--- src/rtl/seg7_pkg.sv ---
// Shared constants and helpers for the 4-digit seven-segment scan driver.
// Segment vectors are {g,f,e,d,c,b,a}, active-low.
package seg7_pkg;

  localparam logic [6:0] SEG_OFF = 7'h7F;
  localparam logic [3:0] AN_OFF  = 4'hF;

  // Entry n is the active-low pattern for hex digit n.
  localparam logic [15:0][6:0] SEG_TABLE = {
    7'h0E, 7'h06, 7'h21, 7'h46,
    7'h03, 7'h08, 7'h10, 7'h00,
    7'h78, 7'h02, 7'h12, 7'h19,
    7'h30, 7'h24, 7'h79, 7'h40
  };

  // Digit k is a leading zero when nibbles k..3 are all zero.
  // Digit 0 always shows.
  function automatic logic digit_lz_blank(
    input logic [15:0] shown,
    input logic [1:0]  k
  );
    logic r;
    r = 1'b0;
    case (k)
      2'd1:    r = (shown[15:4] == 12'h000);
      2'd2:    r = (shown[15:8] == 8'h00);
      2'd3:    r = (shown[15:12] == 4'h0);
      default: r = 1'b0;
    endcase
    return r;
  endfunction

endpackage

--- src/rtl/hex_seg7_decode.sv ---
// Combinational hex nibble to active-low seven-segment decoder.
// Output order is {g,f,e,d,c,b,a}.
module hex_seg7_decode
  import seg7_pkg::*;
(
  input  logic [3:0] nibble,
  output logic [6:0] seg
);

  assign seg = SEG_TABLE[nibble];

endmodule

--- src/rtl/seg7_scan_driver.sv ---
// Time-multiplexed 4-digit common-anode display driver with
// frame-aligned value latching, anti-ghost blanking and zero suppression.
module seg7_scan_driver
  import seg7_pkg::*;
#(
  parameter int PRESCALE     = 100_000,
  parameter int BLANK_CYCLES = 2_000
) (
  input  logic        clk,
  input  logic        rst_n,
  input  logic        load,
  input  logic [15:0] value,
  input  logic        blank_lz,
  input  logic [3:0]  dp_mask,
  output logic        pending,
  output logic        frame_tick,
  output logic [1:0]  refresh_count,
  output logic [3:0]  an,
  output logic [6:0]  seg,
  output logic        dp
);

  localparam int CW = $clog2(PRESCALE);
  localparam logic [CW-1:0] PC_LAST = CW'(PRESCALE - 1);

  logic [CW-1:0] pcnt;
  logic [15:0]   shown;
  logic [15:0]   pend_value;
  logic          wrap;
  logic          boundary;
  logic          in_blank;
  logic          lz;
  logic [3:0]    nibble;
  logic [6:0]    dec_seg;

  assign wrap     = (pcnt == PC_LAST);
  assign boundary = wrap && (refresh_count == 2'd3);

  generate
    if (BLANK_CYCLES == 0) begin : g_no_blank
      assign in_blank = 1'b0;
    end else begin : g_blank
      assign in_blank = (pcnt < CW'(BLANK_CYCLES));
    end
  endgenerate

  assign nibble = shown[{refresh_count, 2'b00} +: 4];
  assign lz     = blank_lz && digit_lz_blank(shown, refresh_count);

  hex_seg7_decode u_dec (
    .nibble (nibble),
    .seg    (dec_seg)
  );

  // Scan counters and frame-aligned value latching
  always_ff @(posedge clk) begin
    if (!rst_n) begin
      pcnt          <= '0;
      refresh_count <= 2'd0;
      shown         <= 16'h0000;
      pend_value    <= 16'h0000;
      pending       <= 1'b0;
      frame_tick    <= 1'b0;
    end else begin
      pcnt       <= wrap ? '0 : pcnt + CW'(1);
      frame_tick <= 1'b0;
      if (wrap) begin
        refresh_count <= refresh_count + 2'd1;
      end
      if (boundary) begin
        pending <= 1'b0;
        if (load) begin
          shown      <= value;
          frame_tick <= 1'b1;
        end else if (pending) begin
          shown      <= pend_value;
          frame_tick <= 1'b1;
        end
      end else if (load) begin
        pend_value <= value;
        pending    <= 1'b1;
      end
    end
  end

  // Registered pin drivers
  always_ff @(posedge clk) begin
    if (!rst_n) begin
      an  <= AN_OFF;
      seg <= SEG_OFF;
      dp  <= 1'b1;
    end else if (in_blank) begin
      an  <= AN_OFF;
      seg <= SEG_OFF;
      dp  <= 1'b1;
    end else begin
      an  <= ~(4'b0001 << refresh_count);
      seg <= lz ? SEG_OFF : dec_seg;
      dp  <= ~dp_mask[refresh_count];
    end
  end

endmodule

--- config.mk ---
export PLATFORM = sky130hd
export DESIGN_NAME = seg7_scan_driver
export DESIGN_NICKNAME = d
export VERILOG_FILES = /design/src/rtl/seg7_pkg.sv /design/src/rtl/hex_seg7_decode.sv /design/src/rtl/seg7_scan_driver.sv
export SDC_FILE = /design/constraint.sdc
export NUM_CORES = 1
export LEC_CHECK = 0
export CAP_MARGIN = 20
export CORE_MARGIN = 2
export CORE_UTILIZATION = 59
export CTS_CLUSTER_DIAMETER = 120
export DETAILED_ROUTE_END_ITERATION = 6
export GPL_TIMING_DRIVEN = 0
export PLACE_DENSITY_LB_ADDON = 0.12
export SETUP_SLACK_MARGIN = 0.5
export SLEW_MARGIN = 10
export SYNTH_ARGS = -nofsm -noshare
export SYNTH_HDL_FRONTEND = slang
export SYNTH_SLANG_ARGS = --single-unit
--- constraint.sdc ---
create_clock -name clk -period 4 [get_ports clk]
set_input_delay 0.8 -clock clk [delete_from_list [all_inputs] [get_ports clk]]
set_output_delay 0.8 -clock clk [all_outputs]
set_load 0.1 [all_outputs]
==> results of run 1 <==
## critical path, delay by kind of cell
kind | cells | cell delay (ns)
AOI/OAI and AO/OA | 3 | 1.46
buffers and inverters | 2 | 0.83
## sequential cells by signal (all words and copies together) (netlist names)
signal and flops:
pcnt 17, pend_value 16, shown 16, seg 7, an 4, refresh_count 2, dp 1, frame_tick 1
pending 1
## cell usage after synthesis, types with 4 or more instances
library cell | number | share of area, %
a21oi_1 | 5 | 0.78
and3_1 | 4 | 0.78
clkbuf_1 | 10 | 1.2
dfxtp_1 | 65 | 41
ha_1 | 12 | 4.7
inv_1 | 7 | 0.82
mux2_2 | 16 | 5.6
mux2i_1 | 40 | 13
nand2_1 | 24 | 2.8
nand3_1 | 6 | 0.94
nand4_1 | 4 | 0.78
nor2_1 | 22 | 2.6
nor2b_1 | 32 | 6.3
o21ai_0 | 5 | 0.78
o221ai_1 | 4 | 1.1
xnor2_1 | 7 | 1.9
xor2_1 | 13 | 3.6
## routing by layer
metal	vias to the layer above	part of all wire (%)	wire, µm	track usage (%)
li1	1200	-	-	-
met1	1098	48	2920	29.2
met2	50	47	2840	34.5
met3	7	3.8	229	5.81
met4	0	1.3	80	9.82
met5	-	0	0	0
## worst max path at each step
stage | from | slack (ns) | depth (start not counted) | endpoint
2_1_floorplan | refresh_count[0] | 0.90 | 6 | seg[3]
3_3_place_gp | rst_n | 0.78 | 5 | seg[6]
3_5_place_dp | rst_n | 0.76 | 5 | seg[6]
4_1_cts | rst_n | 1.10 | 5 | seg[6]
5_1_grt | rst_n | 0.99 | 5 | seg[6]
6_report | rst_n | 1.11 | 5 | seg[6]
## layout make-up
class | instances | area [µm²]
Multi-Input combinational cell | 230 | 1760
Fill cell | 386 | 1340
Sequential cell | 65 | 1300
Timing Repair Buffer | 38 | 380
Clock buffer | 11 | 151
Buffer | 17 | 103
Tap cell | 70 | 87.6
Inverter | 8 | 30.0
Clock inverter | 3 | 17.5
## metrics by stage
| step | util [%] | instance area, µm² | total power, µW |
|---|---|---|---|
| 5_1_grt | 74.1 | 3830 | 1290 |
| 3_3_place_gp | 70.8 | 3660 | 772 |
| 4_1_cts | 74.1 | 3830 | 1250 |
| 6_report | 74.1 | 3830 | 1240 |
| 3_5_place_dp | 70.8 | 3660 | 773 |
| 2_1_floorplan | - | 3200 | 737 |
## logic make-up (layout without fill, tap and decap cells)
group	count (synthesis)	count (layout)
AND/OR/NAND/NOR	113	113
flip-flops	65	65
multiplexers	59	59
AO/OA/AOI/OAI	26	26
buffers and inverters	25	77
XOR/XNOR	20	20
adder cells (fa/ha/maj)	12	12
## report_power, final
group / switching, µW / internal (µW)
clock: 235 / 249
sequential: 7.12 / 660
combinational: 38.3 / 53.1
==> results_dict.tcl, run 1 <==
set metrics [dict create \
    rsz0062_at_grt "no" \
    peakVddDrop_uv 204 \
    cts-htree-levels 3 \
    drive_gt1_share_pct 11.3 \
    critical_path_required_ns 4.20 \
    tritoncts "yes" \
    yosysSeqAreaShare_pct 40.7 \
    cts_resized 0 \
    crit_slowest_cell "a21boi_0" \
    synth-compound-area-share_pct 5.76 \
    cts_buffers 9 \
    die_w_um 77.6 \
    holdWs_ns 0.476 \
    maxCapViolations 0 \
    antenna_found_initial 0 \
    r2r_slack_ns 1.30 \
    cp_max_fo 10 \
    yosysWarnings 0 \
    slew_violations 0 \
    drt_drc_violations_left 0 \
    track_usage_pct 22.3 \
    rr_startpoint "refresh_count[0]" \
    design.die.area_mm2 0.00602 \
    synth_flop_cell "dfxtp_1" \
    antenna_left 0 \
    crit_arrival_ns 3.09 \
    fin_ws_ns 1.11 \
    rows 26 \
    synth.area.mux_share_pct 20.3 \
    vias 2355 \
    syn_area_per_cell_um2 9.99 \
    synth-simple-area-share_pct 18.9 \
    placeableCoreArea_mm2 0.00517 \
    reg2regPathDepth 6 \
    timing.clock.skew_ns 0.0116 \
    n_antenna_cell 0 \
    reg2reg_to "seg[6]" \
    cp-start-kind "input pin" \
    die_y_um 77.6 \
    wl_um 6080 \
    synth_cell_types 45 \
    max-clock-path-buffers 2 \
    postCtsSetupBuffers 0 \
    drt_iter0_markers 176 \
    final_cell_count_no_fill 442 \
    synthesis.area_mm2 0.00320 \
    drt_first_pass_iters 4 \
    maxSlewHeadroom_pct 35.3 \
    ys_seq_elements 65 \
    gp_congestion 0.871 \
    synthXorXnorAreaFrac_pct 5.48 \
    power.density_mw_per_mm2 324 \
    hold_buffers 0 \
    fmax_mhz 345 \
    tightest_slew_ns 0.968 \
    p_leak_uw 0.00145 \
    cts.sinks 65 \
    final_common_cell "dfxtp_1" \
    start_util_pct 61.8 \
    status "complete, no violations" \
    fin_tns_setup_ns 0 \
    grt_max_degree 11 \
    syn_inst 320 \
    async_flop_share_pct 0 \
    post-place-ws_ns 0.760 \
    portBuffers 38 \
    critPathCaptureType "flop" \
    synth-edff-count 0 \
    most-common-layout-cells "65 x dfxtp_1, 40 x mux2i_1, 38 x clkdlybuf4s50_1" \
    period_share_pct 72.4 \
    nets 405 \
    placed_cells 428 \
    clk_latency_ns 0.34 \
    hold_depth 1 \
    clk_pin_slew_ns 0.07 \
    grt_pass1_vias 2253 \
    synth_top_family_by_area "multiplexers" \
    min_to "pcnt[0]" \
    hp-start "pcnt[0]" \
    hp-class "reg -> reg" \
    yosys.area_share.adder_pct 4.70 \
    cpPeakStageDelay_ns 0.80 \
    hold_viol 0 \
    path_class "in -> reg" \
    root_buffer "clkbuf_8" \
    finalSetupViolCount 0 \
    syn-num-nets 356 \
    period_needed_ns 2.89 \
    worstPathCellList "clkdlybuf4s50_1 > clkbuf_1 > a21boi_0 > o41a_1 > o221ai_1" \
    grt_pass1_wl_um 10600 \
    grt_overflow 0 \
    drt-vias-per-instance 5.33 \
    dp_hpwl_um 4450 \
    wl_per_cell_um 13.7 \
    ios 40 \
    syn_to_final_growth_pct 19.9 \
]
(Power assumes the default switching activity.)
==> run 2, diff against run 1 <==
Settings changed: CORE_UTILIZATION 59 to 55.
Clock period 4 ns to 2.85 ns, I/O delays scaled along.
==> results_dict.tcl, run 2 (synthesis results as in run 1) <==
set metrics [dict create \
    status "complete, no violations" \
    root_buffer "clkbuf_8" \
    cpPeakStageDelay_ns 0.61 \
    final_common_cell "dfxtp_1" \
    design.die.area_mm2 0.00644 \
    die_y_um 80.2 \
    cts-htree-levels 3 \
    top_register "pcnt" \
    drt_drc_violations_left 0 \
    grt_pass1_vias 2336 \
    hold_viol 0 \
    critical_path_required_ns 3.08 \
    power.density_mw_per_mm2 485 \
    path_class "reg -> reg" \
    portBuffers 38 \
    start_util_pct 57.3 \
    slew_violations 0 \
    tightest_slew_ns 0.965 \
    rsz0062_at_grt "no" \
    peakVddDrop_uv 298 \
    clk_latency_ns 0.34 \
    crit_arrival_ns 2.50 \
    placeableCoreArea_mm2 0.00557 \
    grt_pass1_wl_um 10600 \
    cp_max_fo 10 \
    period_needed_ns 2.27 \
    drive_gt1_share_pct 12.0 \
    die_w_um 80.2 \
    drt_iter0_markers 90 \
    track_usage_pct 21.5 \
    nets 405 \
    finalSetupViolCount 0 \
    n_fill_cell 451 \
    wl_per_cell_um 14.3 \
    clk_pin_slew_ns 0.06 \
    antenna_found_initial 0 \
    postCtsSetupBuffers 0 \
    dp_hpwl_um 4630 \
    drt_first_pass_iters 4 \
    final-seq-area_mm2 0.00131 \
    multi_input_area_mm2 0.00177 \
    ios 40 \
    grt_max_degree 11 \
    cp-start-kind "flop" \
    maxSlewHeadroom_pct 35.6 \
    maxCapViolations 0 \
    rows 27 \
    max-clock-path-buffers 2 \
    n_antenna_cell 0 \
    period_share_pct 79.5 \
    p_leak_uw 0.00147 \
    vias 2351 \
    total_power_uw 1890 \
    cts.sinks 65 \
    holdWs_ns 0.483 \
    tritoncts "yes" \
    syn_to_final_growth_pct 21.9 \
    grt_overflow 0 \
    antenna_left 0 \
    most-common-layout-cells "63 x dfxtp_1, 40 x mux2i_1, 32 x nor2b_1" \
    worstPathCellList "clkbuf_4 > inv_1 > ha_1 > or4b_2 > o41a_1 > o2111ai_1" \
    crit_slowest_cell "or4b_2" \
    largest_reg_flops 17 \
    hp-class "reg -> reg" \
    wl_um 6360 \
    fmax_mhz 441 \
    timing.clock.skew_ns 0.0119 \
    gp_congestion 0.858 \
    largestRegisters "pcnt (17), pend_value (16), shown (16)" \
    critPathCaptureType "flop" \
    cts_buffers 9 \
    drt-vias-per-instance 5.27 \
]
run 2: changes by cell type in the layout (fill, tap and decap cells not counted), sizes merged, moves of 2 or more:
cell	previous run	this run
dlymetal6s2s	0	5
dlygate4sd2	0	11
clkbuf	21	23
clkinv	3	1
bufinv	0	2
clkdlybuf4s50	38	22
run 2: power breakdown:
part	total [µW]	leakage [µW]	switching, µW	internal, µW
Clock	825	0.000102	332	493
Sequential	934	0.000530	9.92	924
Combinational	129	0.000841	54.6	74.2
run 2: cell type report:
cell class	count	share of cell area (%)
Buffer	17	2.79
Clock buffer	13	3.56
Clock inverter	3	1.67
Inverter	8	0.835
Multi-Input combinational cell	230	45.5
Sequential cell	65	33.6
Tap cell	72	2.31
Timing Repair Buffer	38	9.73
run 2: metrics by stage:
| stage | area [µm²] | std cells | util (%) | TNS (ns) | worst slack, ns |
|---|---|---|---|---|---|
| finish | 3900 | 446 | 69.9 | 0 | 0.585 |
| detailed placement | 3680 | 430 | 66.0 | -0.770 | -0.147 |
| CTS | 3870 | 446 | 69.5 | 0 | 0.454 |
| global route | 3900 | 446 | 69.9 | 0 | 0.502 |
| floorplan | 3210 | 320 | - | 0 | 0.503 |
| global placement | 3680 | 430 | 66.0 | -0.730 | -0.136 |
run 2: repair_timing:
action                                  in CTS  in global routing
pin swaps                                    0                  1
resized for setup                           13                  9
hold buffers                                 0                  0
endpoints found under the setup margin      18                 12
cloned                                       0                  0
run 2: metal layers:
| layer | vias up | track usage [%] | wire length [µm] |
|---|---|---|---|
| met1 | 1071 | 25.6 | 2880 |
| met5 | - | 0 | 0 |
| li1 | 1207 | - | - |
| met3 | 13 | 4.27 | 254 |
| met4 | 0 | 11.0 | 131 |
| met2 | 60 | 36.6 | 3100 |
run 2: final timing paths:
| path | startpoint | endpoint | slack, ns | cells after the start |
|---|---|---|---|---|
| worst min register to register | pcnt[0] | pcnt[0] | 0.48 | 1 |
| worst max register to register | refresh_count[1] | seg[0] | 0.58 | 6 |
| worst max-delay path | refresh_count[1] | seg[0] | 0.58 | 6 |
| worst min-delay path | pcnt[0] | pcnt[0] | 0.48 | 1 |
run 2: critical path: cells and delay by family, from the launching register on:
kind | cells | cell delay, ns
DFF | 1 | 0.37
and+or+nand+nor | 1 | 0.61
AOI/OAI and AO/OA | 2 | 0.62
adders and majority gates | 1 | 0.21
buffers and inverters | 2 | 0.36
